## src/rtl/fptd_iter_ctrl.sv

```systemverilog
// ============================================================================
// Module      : fptd_iter_ctrl
// Description : Iteration controller for the pipelined FPTD section array.
//               Sequences even/odd phases, replays phases on razor errors,
//               counts bit errors per iteration and terminates the frame.
// Revision    : 1.0 - initial release
// ============================================================================
`default_nettype none

module fptd_iter_ctrl #(
    parameter int K       = 64,
    parameter int ITER_W  = 6,
    parameter int ZSTOP_W = 3
) (
    input  logic                     Clock,
    input  logic                     Reset,
    input  logic                     start,
    input  logic [ITER_W-1:0]        max_iter,
    input  logic [ZSTOP_W-1:0]       zstop,
    input  logic [K-1:0]             b1_error,
    input  logic [K-1:0]             razor_err,
    output logic                     Enable,
    output logic                     nClear,
    output logic                     busy,
    output logic                     err_valid,
    output logic [$clog2(K+1)-1:0]   err_count,
    output logic [ITER_W-1:0]        iter_cnt,
    output logic [15:0]              razor_cnt,
    output logic                     done
);

    localparam int c_CNT_W = $clog2(K+1);

    typedef enum logic [1:0] {
        S_IDLE  = 2'd0,
        S_CLEAR = 2'd1,
        S_RUN   = 2'd2,
        S_DONE  = 2'd3
    } state_t;

    state_t               r_state;
    logic [ITER_W-1:0]    r_max_iter;
    logic [ZSTOP_W-1:0]   r_zstop;
    logic [ZSTOP_W-1:0]   r_run;

    logic [c_CNT_W-1:0]   w_pop;
    logic                 w_razor;
    logic [ITER_W-1:0]    w_iter_next;
    logic [ZSTOP_W-1:0]   w_run_next;
    logic                 w_term;

    always_comb begin
        w_pop = '0;
        for (int i = 0; i < K; i++) begin
            w_pop = w_pop + c_CNT_W'(b1_error[i]);
        end
    end

    assign w_razor     = |razor_err;
    assign w_iter_next = iter_cnt + 1'b1;

    // Zero-error run length saturates so it cannot wrap when the stop is disabled
    always_comb begin
        w_run_next = '0;
        if (w_pop == '0) begin
            w_run_next = (r_run == {ZSTOP_W{1'b1}}) ? r_run : r_run + 1'b1;
        end
    end

    assign w_term = (w_iter_next == r_max_iter) ||
                    ((r_zstop != '0) && (w_run_next == r_zstop));

    always_ff @(posedge Clock) begin
        if (Reset) begin
            r_state    <= S_IDLE;
            r_max_iter <= '0;
            r_zstop    <= '0;
            r_run      <= '0;
            Enable     <= 1'b0;
            nClear     <= 1'b1;
            busy       <= 1'b0;
            err_valid  <= 1'b0;
            err_count  <= '0;
            iter_cnt   <= '0;
            razor_cnt  <= '0;
            done       <= 1'b0;
        end else begin
            err_valid <= 1'b0;
            done      <= 1'b0;
            case (r_state)
                S_IDLE: begin
                    Enable    <= 1'b0;
                    nClear    <= 1'b1;
                    busy      <= 1'b0;
                    razor_cnt <= '0;
                    if (start) begin
                        r_max_iter <= (max_iter == '0) ? ITER_W'(1) : max_iter;
                        r_zstop    <= zstop;
                        r_run      <= '0;
                        iter_cnt   <= '0;
                        busy       <= 1'b1;
                        nClear     <= 1'b0;
                        r_state    <= S_CLEAR;
                    end
                end
                S_CLEAR: begin
                    nClear  <= 1'b1;
                    Enable  <= 1'b1;
                    r_state <= S_RUN;
                end
                S_RUN: begin
                    if (w_razor) begin
                        if (razor_cnt != 16'hFFFF) begin
                            razor_cnt <= razor_cnt + 16'd1;
                        end
                    end else if (!Enable) begin
                        // Completed odd phase: the sections' b1_error is sampled here
                        err_count <= w_pop;
                        iter_cnt  <= w_iter_next;
                        err_valid <= 1'b1;
                        r_run     <= w_run_next;
                        if (w_term) begin
                            Enable  <= 1'b0;
                            r_state <= S_DONE;
                        end else begin
                            Enable  <= 1'b1;
                        end
                    end else begin
                        Enable <= 1'b0;
                    end
                end
                S_DONE: begin
                    Enable  <= 1'b0;
                    done    <= 1'b1;
                    busy    <= 1'b0;
                    r_state <= S_IDLE;
                end
                default: begin
                    r_state <= S_IDLE;
                end
            endcase
        end
    end

endmodule

`default_nettype wire
```

## config.mk

```make
export PLATFORM = sky130hd
export DESIGN_NAME = fptd_iter_ctrl
export DESIGN_NICKNAME = d
export VERILOG_FILES = /design/src/rtl/fptd_iter_ctrl.sv
export SDC_FILE = /design/constraint.sdc
export NUM_CORES = 1
export LEC_CHECK = 0
export BUFFER_PORTS_ARGS = -buffer_cell sky130_fd_sc_hd__buf_2
export CAP_MARGIN = 20
export CORE_ASPECT_RATIO = 0.6
export CORE_UTILIZATION = 50
export CTS_CLUSTER_SIZE = 40
export DETAILED_ROUTE_END_ITERATION = 10
export GPL_ROUTABILITY_DRIVEN = 1
export PLACE_DENSITY = 0.82
export SETUP_SLACK_MARGIN = 0.02
export SLEW_MARGIN = 20
export SYNTH_ARGS = -nofsm -noshare
export SYNTH_HDL_FRONTEND = slang
export SYNTH_SLANG_ARGS = --single-unit
```

## constraint.sdc

```tcl
create_clock -name Clock -period 13.79 [get_ports Clock]
set_clock_uncertainty 0.1 [all_clocks]
set_input_delay 2.758 -clock Clock [delete_from_list [all_inputs] [get_ports Clock]]
set_output_delay 2.758 -clock Clock [all_outputs]
set_load 0.02 [all_outputs]
```

## Word-level counts from Yosys, hierarchy flattened

Index checks and enable logic that the tools add are counted.

- ROM bits: 0
- Input port bits: 140
- Logic and storage cells: 140
- Bits in writable memories: 0
- Bits in registers: 48
- Memories kept: 0
- Latch bits: 0

- Equality and inequality tests: 13
- $mul: 0
- Add/subtract/negate cells: 66
- Reduce and logical (&&, ||, !) cells: 17
- Shifts and indexed selects: 0
- Muxes and demuxes: 29
- Bitwise operators: 3
- Divide/modulo/power cells: 0
- Order comparisons: 0

Operators with widths:

| kind | count |
|---|---|
| $add 7x1->7 | 57 |
| $reduce_or 66->1 | 1 |
| $reduce_or 64->1 | 1 |
| $mux 16 | 2 |
| $pmux 16 s2 | 1 |
| $mux 6 | 4 |
| $add 16x1->16 const B | 1 |
| $ne 16x16->1 const B | 1 |
| $mux 3 | 5 |
| $ne 2x2->1 const B | 6 |
| $pmux 6 s2 | 1 |
| $mux 2 | 4 |
| $pmux 2 s4 | 1 |
| $reduce_and 4->1 | 2 |
| $add 6x1->7 | 1 |
| $logic_not 7->1 | 1 |
| $mux 1 | 7 |
| $add 5x1->6 | 1 |
| $add 6x1->6 const B | 1 |
| $eq 6x6->1 | 1 |
| $logic_not 6->1 | 1 |
| $pmux 3 s2 | 1 |
| $reduce_and 3->1 | 2 |
| $reduce_bool 2->1 | 3 |
| other kinds (18) | 22 |

## Depth between registers and ports, before layout

- Depth after elaboration: 72
- Depth in mapped cells: 22

## Worst setup path before layout

No wires, ideal clock.

- Kind: input to register
- From: input b1_error[35]
- To: register r_run[0]
- Required time: 13.602 ns
- Buffers on the path: 0
- Path slack: 4.648 ns
- Arrival: 8.954 ns
- Stages on the path: 22
- Cell sequence: inv_1 fa_1 inv_1 fa_1 fa_1 inv_1 fa_1 inv_1 fa_1 fa_1 fa_1 inv_1 fa_1 inv_1 fa_1 a211oi_1 nor3_1 o31a_1 nor4_1 nor2b_4 nand3_1 a311oi_2

- Word-level cells in the longest chain between the ends: 34

Ends and longest elaborated chain:

| what | RTL line | source |
|---|---|---|
| from (decl) | 20 | `input logic [K-1:0] b1_error,` |
| $add 7x1->7 (29 in a row) | 55 | `w_pop = w_pop + c_CNT_W'(b1_error[i]);` |
| $logic_not 7->1 | 65 | `if (w_pop == '0) begin` |
| $mux 3 | 65 |  |
| $mux 3 | 116 | `end else if (!Enable) begin` |
| $mux 3 | 112 | `if (w_razor) begin` |
| $pmux 3 s2 | 90 | `case (r_state)` |
| to (signal assigned) | 121 | `r_run <= w_run_next;` |
| to (decl) | 44 | `logic [ZSTOP_W-1:0] r_run;` |

Every way passes these cells. The select of a mux whose other input is x is not followed.
A chain may end at the register's enable or synchronous reset.

## Final worst setup path

Same ends and word-level chain as after synthesis.

==> reports/results.md <==
| Item | This run | Unit |
| --- | --- | --- |
| Height of the die | 73.72 | µm |
| DP Worst Slack | 4118 | ps |
| Crit path kind | in2reg | - |
| Detail-routed net length per standard cell | 13.71 | µm |
| Run status | finished, final reports clean | - |
| Die outline width | 121.5 | µm |
| Clock Tree Buf Depth | 2 | - |
| Total placed cells including tap cells | 761 | - |
| Number of cells traversed by the worst register-to-register path | 8 | - |
| Mean Syn Cell Area | 8.713 | µm² |
| Worst min-delay path endpoint | r_max_iter[2] | - |
| Startpoint of the worst register-to-register path | iter_cnt[0] | - |
| Initial DRC Count | 150 | - |
| CTS tree | yes | - |
| Clock latency of the later-clocked register in the worst-skew pair | 300 | ps |
| CTS H-tree depth | 2 | - |
| Register area share after synthesis | 0.2242 | - |
| Total routed wirelength | 10,540 | µm |
| Maximum clock frequency | 0.1057 | GHz |
| Final Hold Vio Count | 0 | - |
| Top sig layer | met4 | - |
| Worst Hold Launch | r_max_iter[2] | - |
| Number of synthesized register bits | 48 | - |
| Number of antenna cells inserted | 0 | - |
| Average vias per placed instance | 4.951 | - |
| CTS Hold Buffers Added | 0 | - |
| Top-Level Pins | 174 | - |
| Pin count of the biggest net entering global routing | 38 | - |
| Depth of the worst hold-timing path | 2 | - |
| Arrival time worst endpoint | 9570 | ps |
| Fin worst setup slack | 4327 | ps |
| Layout cells sized above 1 | 0.2890 | - |
| Post-synthesis instance total | 492 | - |
| Number of buffers added by the clock tree synthesis step | 5 | - |
| Number of buffers inserted to repair setup after CTS | 0 | - |
| Worst Setup Start Kind | input pin | - |
| Post-CTS resize count | 0 | - |
| Count of TritonRoute iterations in the first routing pass | 4 | - |
| Count of nets left with antenna violations after detail routing | 0 | - |
| Setup repair after global routing missed its margin | no | - |
| Total Nets Final | 876 | - |
| Tightest Pin Transition | 672.2 | ps |
| DRC Markers | 0 | - |
| Synth area leaders | sky130_fd_sc_hd__fa_1 (25%), sky130_fd_sc_hd__dfxtp_1 (22%), sky130_fd_sc_hd__inv_1 (9.8%) | - |
| Root Buffer Master | sky130_fd_sc_hd__clkbuf_16 | - |
| Final sum of negative setup slack | 0 | ps |
| Detailed-routing wirelength on met1 | 4932 | µm |
| Crit end category | register | - |
| Reg2reg setup slack | 11,280 | ps |
| Number of unique standard cell types used by synthesis | 50 | - |
| Top-area cell type share of the netlist area | 0.2522 | - |
| Fraction of registers with async set or reset after synthesis | 0 | - |
| Number of sinks on the clock net | 48 | - |
| Site Rows | 25 | - |
| Number of nets produced by synthesis | 708 | - |
| Routed wl met2 | 4966 | µm |
| Endpoint of the worst register-to-register path | r_state[1] | - |
| Number of global-route vias before repair | 3,721 | - |
| Total routing usage reported by global routing | 0.2494 | - |
| Largest fanout on the critical path | 6 | - |
| Most used flip-flop cell after synthesis | sky130_fd_sc_hd__dfxtp_1 | - |
| Tcrit/Tclk final | 0.6862 | - |
| Number of setup violations in the final report | 0 | - |
| Post-route minimum period | 9463 | ps |
| RePlAce Congestion | 0.8657 | - |
| Vias | 3,807 | - |
| IO buf count | 173 | - |
| Antenna violations before repair | 0 | - |
| Max-slew headroom | 0.5519 | - |
| Die area | 8960 | µm² |
| Number of max-slew violations in the final report | 0 | - |
| Dpl hpwl | 9006 | µm |
| Wire length of the first global-routing pass | 17,410 | µm |
| Area grow syn2layout | 26.39 | % |
| Leading area contributor after synthesis | sky130_fd_sc_hd__fa_1 | - |
| Data required, critical path | 13,900 | ps |
| Worst min-delay path category | reg2reg | - |
| Core Box Area | 8102 | µm² |
| Max-Cap Viols | 0 | - |
| Number of synthesized flops with an enable pin | 0 | - |
| Initial Util | 0.5291 | - |
| Total of warnings raised by yosys | 0 | - |
| Cell area after synthesis | 4287 | µm² |
| Clock transition at the register clock pins on the worst setup and hold paths after CTS | 60 | ps |
| Overall overflow remaining after global route | 0 | - |
| Routed wl met3 | 523 | µm |
| Count of non-filler cells in the finished layout | 769 | - |
==> cell usage in the layout (no fill, tap or decap), types with 7 or more instances in the layout <==
cell / Yosys / routed
sky130_fd_sc_hd__nand2_1: 38 / 38
sky130_fd_sc_hd__o21ai_0: 8 / 8
sky130_fd_sc_hd__ha_1: 22 / 22
sky130_fd_sc_hd__nand3_1: 7 / 7
sky130_fd_sc_hd__dfxtp_1: 48 / 48
sky130_fd_sc_hd__fa_1: 54 / 54
sky130_fd_sc_hd__buf_2: 3 / 173
sky130_fd_sc_hd__nor4_1: 17 / 17
sky130_fd_sc_hd__mux2i_1: 8 / 8
sky130_fd_sc_hd__xor2_1: 22 / 22
sky130_fd_sc_hd__a21oi_1: 19 / 19
sky130_fd_sc_hd__inv_1: 112 / 112
sky130_fd_sc_hd__and3_1: 7 / 7
sky130_fd_sc_hd__nor2_1: 45 / 45
sky130_fd_sc_hd__xnor2_1: 7 / 7
sky130_fd_sc_hd__nand4_1: 12 / 12
==> critical path, cell delays in order <==
cell	delay, ps
sky130_fd_sc_hd__buf_2	70
sky130_fd_sc_hd__inv_1	40
sky130_fd_sc_hd__fa_1	540
sky130_fd_sc_hd__inv_1	60
sky130_fd_sc_hd__fa_1	410
sky130_fd_sc_hd__fa_1	550
sky130_fd_sc_hd__inv_1	60
sky130_fd_sc_hd__fa_1	520
sky130_fd_sc_hd__inv_1	50
sky130_fd_sc_hd__fa_1	520
sky130_fd_sc_hd__fa_1	440
sky130_fd_sc_hd__fa_1	550
sky130_fd_sc_hd__inv_1	60
sky130_fd_sc_hd__fa_1	540
sky130_fd_sc_hd__inv_1	80
sky130_fd_sc_hd__fa_1	490
sky130_fd_sc_hd__a211oi_1	340
sky130_fd_sc_hd__nor3_1	120
sky130_fd_sc_hd__o31a_1	280
sky130_fd_sc_hd__nor4_1	430
sky130_fd_sc_hd__nor2b_4	290
sky130_fd_sc_hd__nand3_1	110
sky130_fd_sc_hd__a311oi_2	270
==> final cells by class <==
class / instances / area [µm²]
well taps: 108 / 135.1
multi-input cells: 320 / 2853
inverters: 112 / 420.4
flip-flops and latches: 48 / 960.9
clock buffers: 7 / 152.6
fillers: 668 / 2684
repair buffers: 173 / 865.8
clock inverters: 1 / 30.03
==> how the worst max path moves through the flow <==
stage	cells after the start	end	slack (ps)	start
6_report	23	r_run[0]	4330	b1_error[35]
5_1_grt	23	r_state[1]	3940	b1_error[35]
4_1_cts	23	r_run[0]	4370	b1_error[35]
3_5_place_dp	23	r_run[0]	4120	b1_error[35]
3_3_place_gp	23	r_run[0]	4330	b1_error[35]
2_1_floorplan	22	r_run[0]	4650	b1_error[35]
==> layer usage <==
layer	up-vias	global-route usage
li1	1889	-
met1	1799	0.3454
met2	104	0.4015
met3	15	0.04814
met4	0	0.06584
met5	-	0
==> kinds of logic after synthesis <==
group / share of synthesized area
simple gates: 0.1906
mux: 0.01868
flops: 0.2242
buf+inv: 0.1103
fa+ha+maj: 0.3164
xor+xnor: 0.06480
compound gates: 0.07501
==> stage by stage <==
stage               utilization  hold slack, ps  cell area [µm²]
floorplan                     -           336.8             4287
global placement         0.6462           351.0             5235
detailed placement       0.6462           361.8             5235
CTS                      0.6687           369.6             5418
global route             0.6687           396.4             5418
finish                   0.6687           364.4             5418
==> sequential cells by signal (all words and copies together), names as in the netlist <==
register    cells
r_max_iter      6
busy            1
err_valid       1
err_count       7
nClear          1
r_run           3
done            1
iter_cnt        6
r_zstop         3
r_state         2
razor_cnt      16
Enable          1
==> synth_stat cells (4+ instances only) <==
master,instances
sky130_fd_sc_hd__nor3_1,5
sky130_fd_sc_hd__mux2i_1,8
sky130_fd_sc_hd__inv_1,112
sky130_fd_sc_hd__clkbuf_1,8
sky130_fd_sc_hd__ha_1,22
sky130_fd_sc_hd__fa_1,54
sky130_fd_sc_hd__a211oi_1,4
sky130_fd_sc_hd__nor4_1,17
sky130_fd_sc_hd__nand3_1,7
sky130_fd_sc_hd__nand2b_1,5
sky130_fd_sc_hd__xnor2_1,7
sky130_fd_sc_hd__dfxtp_1,48
sky130_fd_sc_hd__and3_1,7
sky130_fd_sc_hd__nor2_1,45
sky130_fd_sc_hd__nand2_1,38
sky130_fd_sc_hd__nand4_1,12
sky130_fd_sc_hd__a21oi_1,19
sky130_fd_sc_hd__o21ai_0,8
sky130_fd_sc_hd__a22oi_1,4
sky130_fd_sc_hd__xor2_1,22
Power is left out: the tool's default activity adds up to more than one toggle a clock period on the data nets, which glitch-free logic cannot reach.
